--- src/rtl/serial_word_feeder.sv ---
// serial_word_feeder
// Parallel-to-serial front end for the bit-serial detectors. WIDTH-bit words
// arrive over valid/ready and are shifted out one bit per clock on serial_o.
// A single holding register lets the next word wait while the current one
// shifts, so a continuous stream is serialized with no idle bit between words.
//
// Handshake: a word transfers on every rising edge where valid_i & ready_o.
// ready_o depends only on registers (and reset), never on valid_i. Once
// valid_i is raised, the upstream keeps data_i and valid_i stable until that
// transfer edge.
//
// Ports:
//   clk            single clock, rising edge
//   reset          asynchronous active-low reset (0 = in reset)
//   data_i         word to serialize, sampled on a transfer edge
//   valid_i        data_i holds a valid word
//   ready_o        block can accept a word this cycle
//   serial_o       current serial bit (registered)
//   serial_valid_o serial_o carries a word bit (registered)
//   first_o        current bit is the first bit of a word (registered)
//   last_o         current bit is the last bit of a word (registered)
//   busy_o         shifter active or holding register full
//   state_o        FSM state for debug (0 = IDLE, 1 = SHIFT)
module serial_word_feeder #(
  parameter int WIDTH     = 8,
  parameter bit LSB_FIRST = 1'b0,
  parameter bit IDLE_BIT  = 1'b0
) (
  input  logic             clk,
  input  logic             reset,
  input  logic [WIDTH-1:0] data_i,
  input  logic             valid_i,
  output logic             ready_o,
  output logic             serial_o,
  output logic             serial_valid_o,
  output logic             first_o,
  output logic             last_o,
  output logic             busy_o,
  output logic             state_o
);

  typedef enum logic {
    S_IDLE  = 1'b0,
    S_SHIFT = 1'b1
  } state_t;

  localparam int CNT_W = $clog2(WIDTH);
  localparam logic [CNT_W-1:0] LAST_IDX = CNT_W'(WIDTH - 1);
  localparam logic [CNT_W-1:0] CNT_ONE  = CNT_W'(1);

  state_t             state_q, state_d;
  logic [WIDTH-1:0]   shift_q, shift_d;
  logic [CNT_W-1:0]   bit_cnt_q, bit_cnt_d;
  logic [CNT_W-1:0]   bit_cnt_inc;
  logic [WIDTH-1:0]   hold_data_q, hold_data_d;
  logic               hold_full_q, hold_full_d;
  logic               serial_q, serial_d;
  logic               sv_q, sv_d;
  logic               first_q, first_d;
  logic               last_q, last_d;

  logic               accept;
  logic               load_edge;
  logic               do_load;
  logic [WIDTH-1:0]   load_word;

  assign ready_o     = reset & ~hold_full_q;
  assign accept      = valid_i & ready_o;
  // A new word may start whenever nothing is shifting or the last bit is out.
  assign load_edge   = (state_q == S_IDLE) | (bit_cnt_q == LAST_IDX);
  assign do_load     = load_edge & (hold_full_q | accept);
  // The held word is older than anything arriving now, so it goes first.
  assign load_word   = hold_full_q ? hold_data_q : data_i;
  assign bit_cnt_inc = bit_cnt_q + CNT_ONE;

  // State register
  always_ff @(posedge clk or negedge reset) begin
    if (!reset) begin
      state_q <= S_IDLE;
    end else begin
      state_q <= state_d;
    end
  end

  // Next-state logic
  always_comb begin
    state_d = state_q;
    if (load_edge) begin
      state_d = do_load ? S_SHIFT : S_IDLE;
    end
  end

  // Output / datapath next values
  always_comb begin
    shift_d     = shift_q;
    bit_cnt_d   = bit_cnt_q;
    hold_data_d = hold_data_q;
    hold_full_d = hold_full_q;
    serial_d    = serial_q;
    sv_d        = sv_q;
    first_d     = first_q;
    last_d      = last_q;

    if (load_edge) begin
      if (do_load) begin
        shift_d   = load_word;
        bit_cnt_d = '0;
        serial_d  = LSB_FIRST ? load_word[0] : load_word[WIDTH-1];
        sv_d      = 1'b1;
        first_d   = 1'b1;
        last_d    = 1'b0;
        if (hold_full_q) begin
          // Hold drains into the shifter; a same-edge arrival refills it.
          hold_full_d = accept;
          if (accept) begin
            hold_data_d = data_i;
          end
        end
      end else begin
        bit_cnt_d = '0;
        serial_d  = IDLE_BIT;
        sv_d      = 1'b0;
        first_d   = 1'b0;
        last_d    = 1'b0;
      end
    end else begin
      // Mid-word: present the next bit and park any arriving word in hold.
      if (LSB_FIRST) begin
        shift_d  = shift_q >> 1;
        serial_d = shift_q[1];
      end else begin
        shift_d  = shift_q << 1;
        serial_d = shift_q[WIDTH-2];
      end
      bit_cnt_d = bit_cnt_inc;
      first_d   = 1'b0;
      last_d    = (bit_cnt_inc == LAST_IDX);
      if (accept) begin
        hold_data_d = data_i;
        hold_full_d = 1'b1;
      end
    end
  end

  // Datapath registers
  always_ff @(posedge clk or negedge reset) begin
    if (!reset) begin
      shift_q     <= '0;
      bit_cnt_q   <= '0;
      hold_data_q <= '0;
      hold_full_q <= 1'b0;
      serial_q    <= IDLE_BIT;
      sv_q        <= 1'b0;
      first_q     <= 1'b0;
      last_q      <= 1'b0;
    end else begin
      shift_q     <= shift_d;
      bit_cnt_q   <= bit_cnt_d;
      hold_data_q <= hold_data_d;
      hold_full_q <= hold_full_d;
      serial_q    <= serial_d;
      sv_q        <= sv_d;
      first_q     <= first_d;
      last_q      <= last_d;
    end
  end

  assign serial_o       = serial_q;
  assign serial_valid_o = sv_q;
  assign first_o        = first_q;
  assign last_o         = last_q;
  assign busy_o         = (state_q == S_SHIFT) | hold_full_q;
  assign state_o        = state_q;

endmodule

--- config.mk ---
export PLATFORM = sky130hd
export DESIGN_NAME = serial_word_feeder
export DESIGN_NICKNAME = d
export VERILOG_FILES = /design/src/rtl/serial_word_feeder.sv
export SDC_FILE = /design/constraint.sdc
export NUM_CORES = 1
export LEC_CHECK = 0
export CAP_MARGIN = 20
export CORE_ASPECT_RATIO = 1.4
export CORE_UTILIZATION = 55
export DETAILED_ROUTE_END_ITERATION = 8
export GPL_ROUTABILITY_DRIVEN = 0
export GPL_TIMING_DRIVEN = 0
export PLACE_DENSITY = 0.9
export SETUP_SLACK_MARGIN = 0.4
export SYNTH_ARGS = -nofsm -noshare
export SYNTH_HDL_FRONTEND = slang
export SYNTH_SLANG_ARGS = --single-unit
--- constraint.sdc ---
create_clock -name clk -period 3.55 [get_ports clk]
set_input_delay 0.5325 -clock clk [delete_from_list [all_inputs] [get_ports clk]]
set_output_delay 0.5325 -clock clk [all_outputs]
set_load 0.02 [all_outputs]
# [Yosys cells after proc, flatten, opt, wreduce, memory -nomap -nowiden]
# Index checks and enable logic that the tools add are counted.
[totals] input_bits=11 wordCells=41 ff_bits=23 output_inout_bits=7
[classes] bitwise=8 n_reduce_logical=3 eq_ne=4 mux=17 addsub=1
[op_table] cell="two-way mux 8 bit" count=5
[op_table] cell="two-way mux 7 bit" count=2
[op_table] cell="two-way mux 1 bit" count=9
[op_table] cell="equality test 3 bit (second input constant)" count=2
[op_table] cell="AND reduction 2 bit" count=2
[op_table] cell="adder 3 x 1 -> 3 bit (second input constant)" count=1
[op_table] cell="AND 1 bit" count=3
[op_table] cell="two-way mux 3 bit" count=1
[op_table] cell="OR 1 bit" count=3
[op_table] cell="!= test 2 x 1 -> 1 bit (second input constant)" count=1
[op_table] cell="!= test 2 bit (second input constant)" count=1
[op_table] cell="NOT 1 bit" count=2
[op_table] cell="nonzero test 2 bit" count=1

# [Logic depth before layout (Yosys ltp)]
[logic_depth] ltp_word=7 mapped_depth=6 ltp_nobuf=5

# [Worst setup path before layout]
# Ideal clock, no wire load.
[synth_timing] path_type="reg2reg" start="register bit_cnt_q[0]" end="register hold_data_q[0]" setup_ps=125 stages_incl_launch_ff=6 required_ps=3425 slack_ps=2027 path_buffers=0 arrival_ps=1398 period_less_slack_ps=1523 path_cell_list="dfrtp_1 ha_1 ha_1 and2b_1 nand3_4 mux2_2"
[synth_via] elab_chain_len=5 word_cells_on_any_way=7 classes_between="eq/ne: 3; mux: 1; bitwise: 2; reduce/logical: 1"
[synth_rtl] element="start, declared" line_no="53" source="logic [CNT_W-1:0] bit_cnt_q, bit_cnt_d;"
[synth_rtl] element="start signal, assigned" line_no="158" source="bit_cnt_q <= bit_cnt_d;"
[synth_rtl] element="equality test 3 bit (*)" line_no="70" source="assign load_edge = (state_q == S_IDLE) | (bit_cnt_q == LAST_IDX);"
[synth_rtl] element="OR 1 bit (*)" line_no="70"
[synth_rtl] element="AND 1 bit" line_no="71" source="assign do_load = load_edge & (hold_full_q | accept);"
[synth_rtl] element="!= test 2 x 1 -> 1 bit (no source line)"
[synth_rtl] element="AND reduction 2 bit (no source line)"
[synth_rtl] element="end signal, assigned" line_no="159" source="hold_data_q <= hold_data_d;"
[synth_rtl] element="end, declared" line_no="55" source="logic [WIDTH-1:0] hold_data_q, hold_data_d;"
# Every way passes the cells marked *; elsewhere a longest branch is shown, timed or not.
# A chain may end at the register's enable or synchronous reset.

# [Final worst setup path]
[layout_timing] start="input reset" end="output ready_o"
[layout_via] elab_chain_len=1
[layout_rtl] element="start, declared" line_no="30" source="input logic reset,"
[layout_rtl] element="AND 1 bit" line_no="67" source="assign ready_o = reset & ~hold_full_q;"
[layout_rtl] element="end, declared" line_no="33" source="output logic ready_o,"
# Every way passes these cells.

==> results.rst <==
.. list-table::
   :header-rows: 1

   * - Metric
     - Value
   * - Status
     - finished clean
   * - Post-synth EDFFs
     - 0
   * - Share of synthesized registers carrying an async set or reset
     - 100%
   * - Worst Setup Slack, final
     - 1.09 ns
   * - Worst hold path type
     - input pin to asynchronous set/reset pin
   * - Die Height
     - 54.2 microns
   * - Nets
     - 127
   * - Number of cells on the worst reg-to-reg path
     - 5
   * - Die Span X
     - 39.3 microns
   * - Cell at the root of the clock tree
     - sky130_fd_sc_hd__clkbuf_4
   * - Die Area
     - 2130 sq um
   * - Power Dens Cells
     - 746 nW/um^2
   * - Num CTS Buffers
     - 3
   * - Global-route wire length before repair
     - 3.11 mm
   * - TritonCTS clock tree
     - yes
   * - Final sum of negative setup slack
     - 0 ns
   * - Initial antenna violation count
     - 0
   * - Number of synthesized register bits
     - 23
   * - IO Count
     - 18
   * - Port buffer count
     - 17
   * - Netlist area before placement
     - 1070 sq um
   * - Via density per instance
     - 5.66
   * - Leading area contributor after synthesis
     - sky130_fd_sc_hd__dfrtp_1
   * - Core Util, Final
     - 73.2%
   * - Number of vias after detailed routing
     - 747
   * - Type of element capturing the critical path
     - output port
   * - Dpl cells
     - 127
   * - Startpoint Class
     - input pin
   * - Worst clock skew on the final layout
     - 0.00572 ns
   * - Estimated wirelength of the detail-placed design
     - 1.40 mm
   * - CTS HTree Levels
     - 1
   * - Initial detailed-routing violation count
     - 10
   * - Leading cell type in the layout, fill and taps excluded
     - sky130_fd_sc_hd__dfrtp_1
   * - Global route total overflow
     - 0
   * - Post-synthesis average cell area
     - 11.9 sq um
   * - Top post-synthesis cells by area
     - sky130_fd_sc_hd__dfrtp_1 54%, sky130_fd_sc_hd__mux2_2 8.4%, sky130_fd_sc_hd__o21ai_0 5.6%
   * - Number of iterations in the first detailed-routing pass
     - 4
   * - DRC errors left
     - 0
   * - Number of standard cells in the final layout excluding fillers
     - 132
   * - Number of endpoints with negative hold slack in the final report
     - 0
   * - Sinks on Clock Net
     - 23
   * - Hold WS
     - 0.185 ns
   * - Layout overhead on the synthesized area
     - 23.1%
   * - Clock period minus final worst setup slack
     - 2.46 ns
   * - Leakage dissipation
     - 0.591 nW
   * - Unrepaired setup endpoints after global routing
     - no
   * - Post_cts resized
     - 1
   * - Count of maximum capacitance violations
     - 0
   * - Setup violation total in the final timing report
     - 0
   * - Fraction of the yosys area taken by sequential cells
     - 53.7%
   * - Max Root-Sink Buffers
     - 2
   * - Area share of the leading cell type in the synthesized netlist
     - 53.7%
   * - Most frequent cells in the layout
     - 23 x sky130_fd_sc_hd__dfrtp_1, 16 x sky130_fd_sc_hd__clkdlybuf4s50_1, 12 x sky130_fd_sc_hd__o21ai_0, 8 x sky130_fd_sc_hd__nand2_1, 8 x sky130_fd_sc_hd__mux2_2
   * - Max-slew headroom at the worst pin
     - 68.9%
   * - Worst path arrival time
     - 1.93 ns
   * - Vias in the first global route
     - 711
   * - Total routing resource utilization after global routing
     - 22.2%
   * - Place WS
     - 0.251 ns
   * - Maximum clock frequency
     - 0.406 GHz
   * - Average wire per standard cell
     - 14.3 microns
   * - Cell row count
     - 18
   * - Type of the setup path with the least slack
     - input pin to output port
   * - Post-Syn Nets
     - 104
   * - IR drop worst, VDD
     - 466 uV
   * - Synth warn
     - 0
   * - Biggest fanout along the worst timing path
     - 22
   * - Total of hold buffers inserted after clock tree synthesis
     - 0
   * - Fraction of layout instances using a drive strength above 1
     - 24.1%
   * - Count of different cell masters after synthesis
     - 25
   * - Worst Max-Slew Pin Slew
     - 0.467 ns
   * - Number of antenna cells inserted
     - 0
   * - Reg clk slew, reported paths
     - 0.12 ns
   * - Later-pin clock latency in the skew report
     - 0.31 ns
   * - Maximum number of pins on one net before global-route repair
     - 27
   * - Post-route ant nets
     - 0
   * - Wire length after detailed routing
     - 1.89 mm
   * - Mapped Cells
     - 90
   * - Effective utilization at floorplan
     - 59.4%
   * - Slew Viols, Final
     - 0
   * - Worst path required time
     - 3.02 ns
   * - Prevailing post-synth register cell
     - sky130_fd_sc_hd__dfrtp_1
   * - Period utilisation layout
     - 69.4%
   * - Worst setup startpoint
     - reset
   * - Core Box Area
     - 1800 sq um
   * - Post-CTS Repair Setup Buffers
     - 0
   * - Startpoint of the worst-slack reg-to-reg timing path
     - bit_cnt_q[0]
[metal layers]
| layer | up-vias | GRT usage [%] | share of wire (%) |
|---|---|---|---|
| met1 | 361 | 25.8 | 39 |
| met4 | 0 | 10.3 | 1.2 |
| met2 | 24 | 39.7 | 56 |
| met5 | - | 0 | 0 |
| li1 | 358 | - | - |
| met3 | 4 | 2.44 | 3.7 |
[critical path, stage by stage]
cell	delay (ns)
sky130_fd_sc_hd__dlygate4sd2_1	0.38
sky130_fd_sc_hd__buf_16	0.21
sky130_fd_sc_hd__nor2b_4	0.19
sky130_fd_sc_hd__clkdlybuf4s50_1	0.61
[stage by stage]
step / power [mW] / cell area (sq um)
after floorplan: 0.732 / 1070
final: 0.983 / 1320
after global routing: 1.06 / 1320
after global placement: 0.840 / 1270
after detailed placement: 0.873 / 1270
after CTS: 0.988 / 1290
[flip-flops by register name, summed over array words and instances, names as in the netlist]
| name | cells |
|---|---|
| hold_data_q | 8 |
| shift_q | 7 |
| bit_cnt_q | 3 |
| first_o | 1 |
| hold_full_q | 1 |
| last_o | 1 |
| serial_o | 1 |
| serial_valid_o | 1 |
[report_power, final]
part	leakage, nW	switching, mW	internal (mW)
clock network	0.0150	0.0768	0.0439
registers	0.284	0.0533	0.374
logic	0.291	0.216	0.219
[Yosys cell counts, types with 2 or more instances]
cell / number
sky130_fd_sc_hd__nand2_1: 8
sky130_fd_sc_hd__mux2_2: 8
sky130_fd_sc_hd__ha_1: 3
sky130_fd_sc_hd__a211oi_1: 7
sky130_fd_sc_hd__o21ai_0: 12
sky130_fd_sc_hd__mux2i_1: 2
sky130_fd_sc_hd__nor2_1: 5
sky130_fd_sc_hd__and2b_2: 6
sky130_fd_sc_hd__dfrtp_1: 23
[final timing paths]
| check | endpoint | slack [ns] |
|---|---|---|
| worst max-delay path | ready_o | 1.09 |
| worst min-delay path | bit_cnt_q[0] | 0.18 |
| worst max register to register | hold_data_q[5] | 1.83 |
| worst min register to register | shift_q[3] | 0.49 |
| max in group asynchronous | hold_data_q[7] | 2.97 |
| min in group clk | shift_q[3] | 0.49 |
[final cells by class]
type	count	area (sq um)
clock buffer	4	26.3
sequential	23	576
inverter	1	3.75
buffer	5	41.3
fill	138	483
tap	20	25.0
multi-input combinational	61	450
timing repair buffer	18	196
[logic make-up after synthesis]
family                   Yosys count  share of synthesized area [%]
AND/OR/NAND/NOR                   26                           15.4
flip-flops                        23                           53.7
AO/OA/AOI/OAI                     22                           12.9
multiplexers                      10                           10.3
buffers and inverters              6                           4.20
adder cells (fa/ha/maj)            3                           3.51
Note: power is estimated with default switching activity, not from simulation.
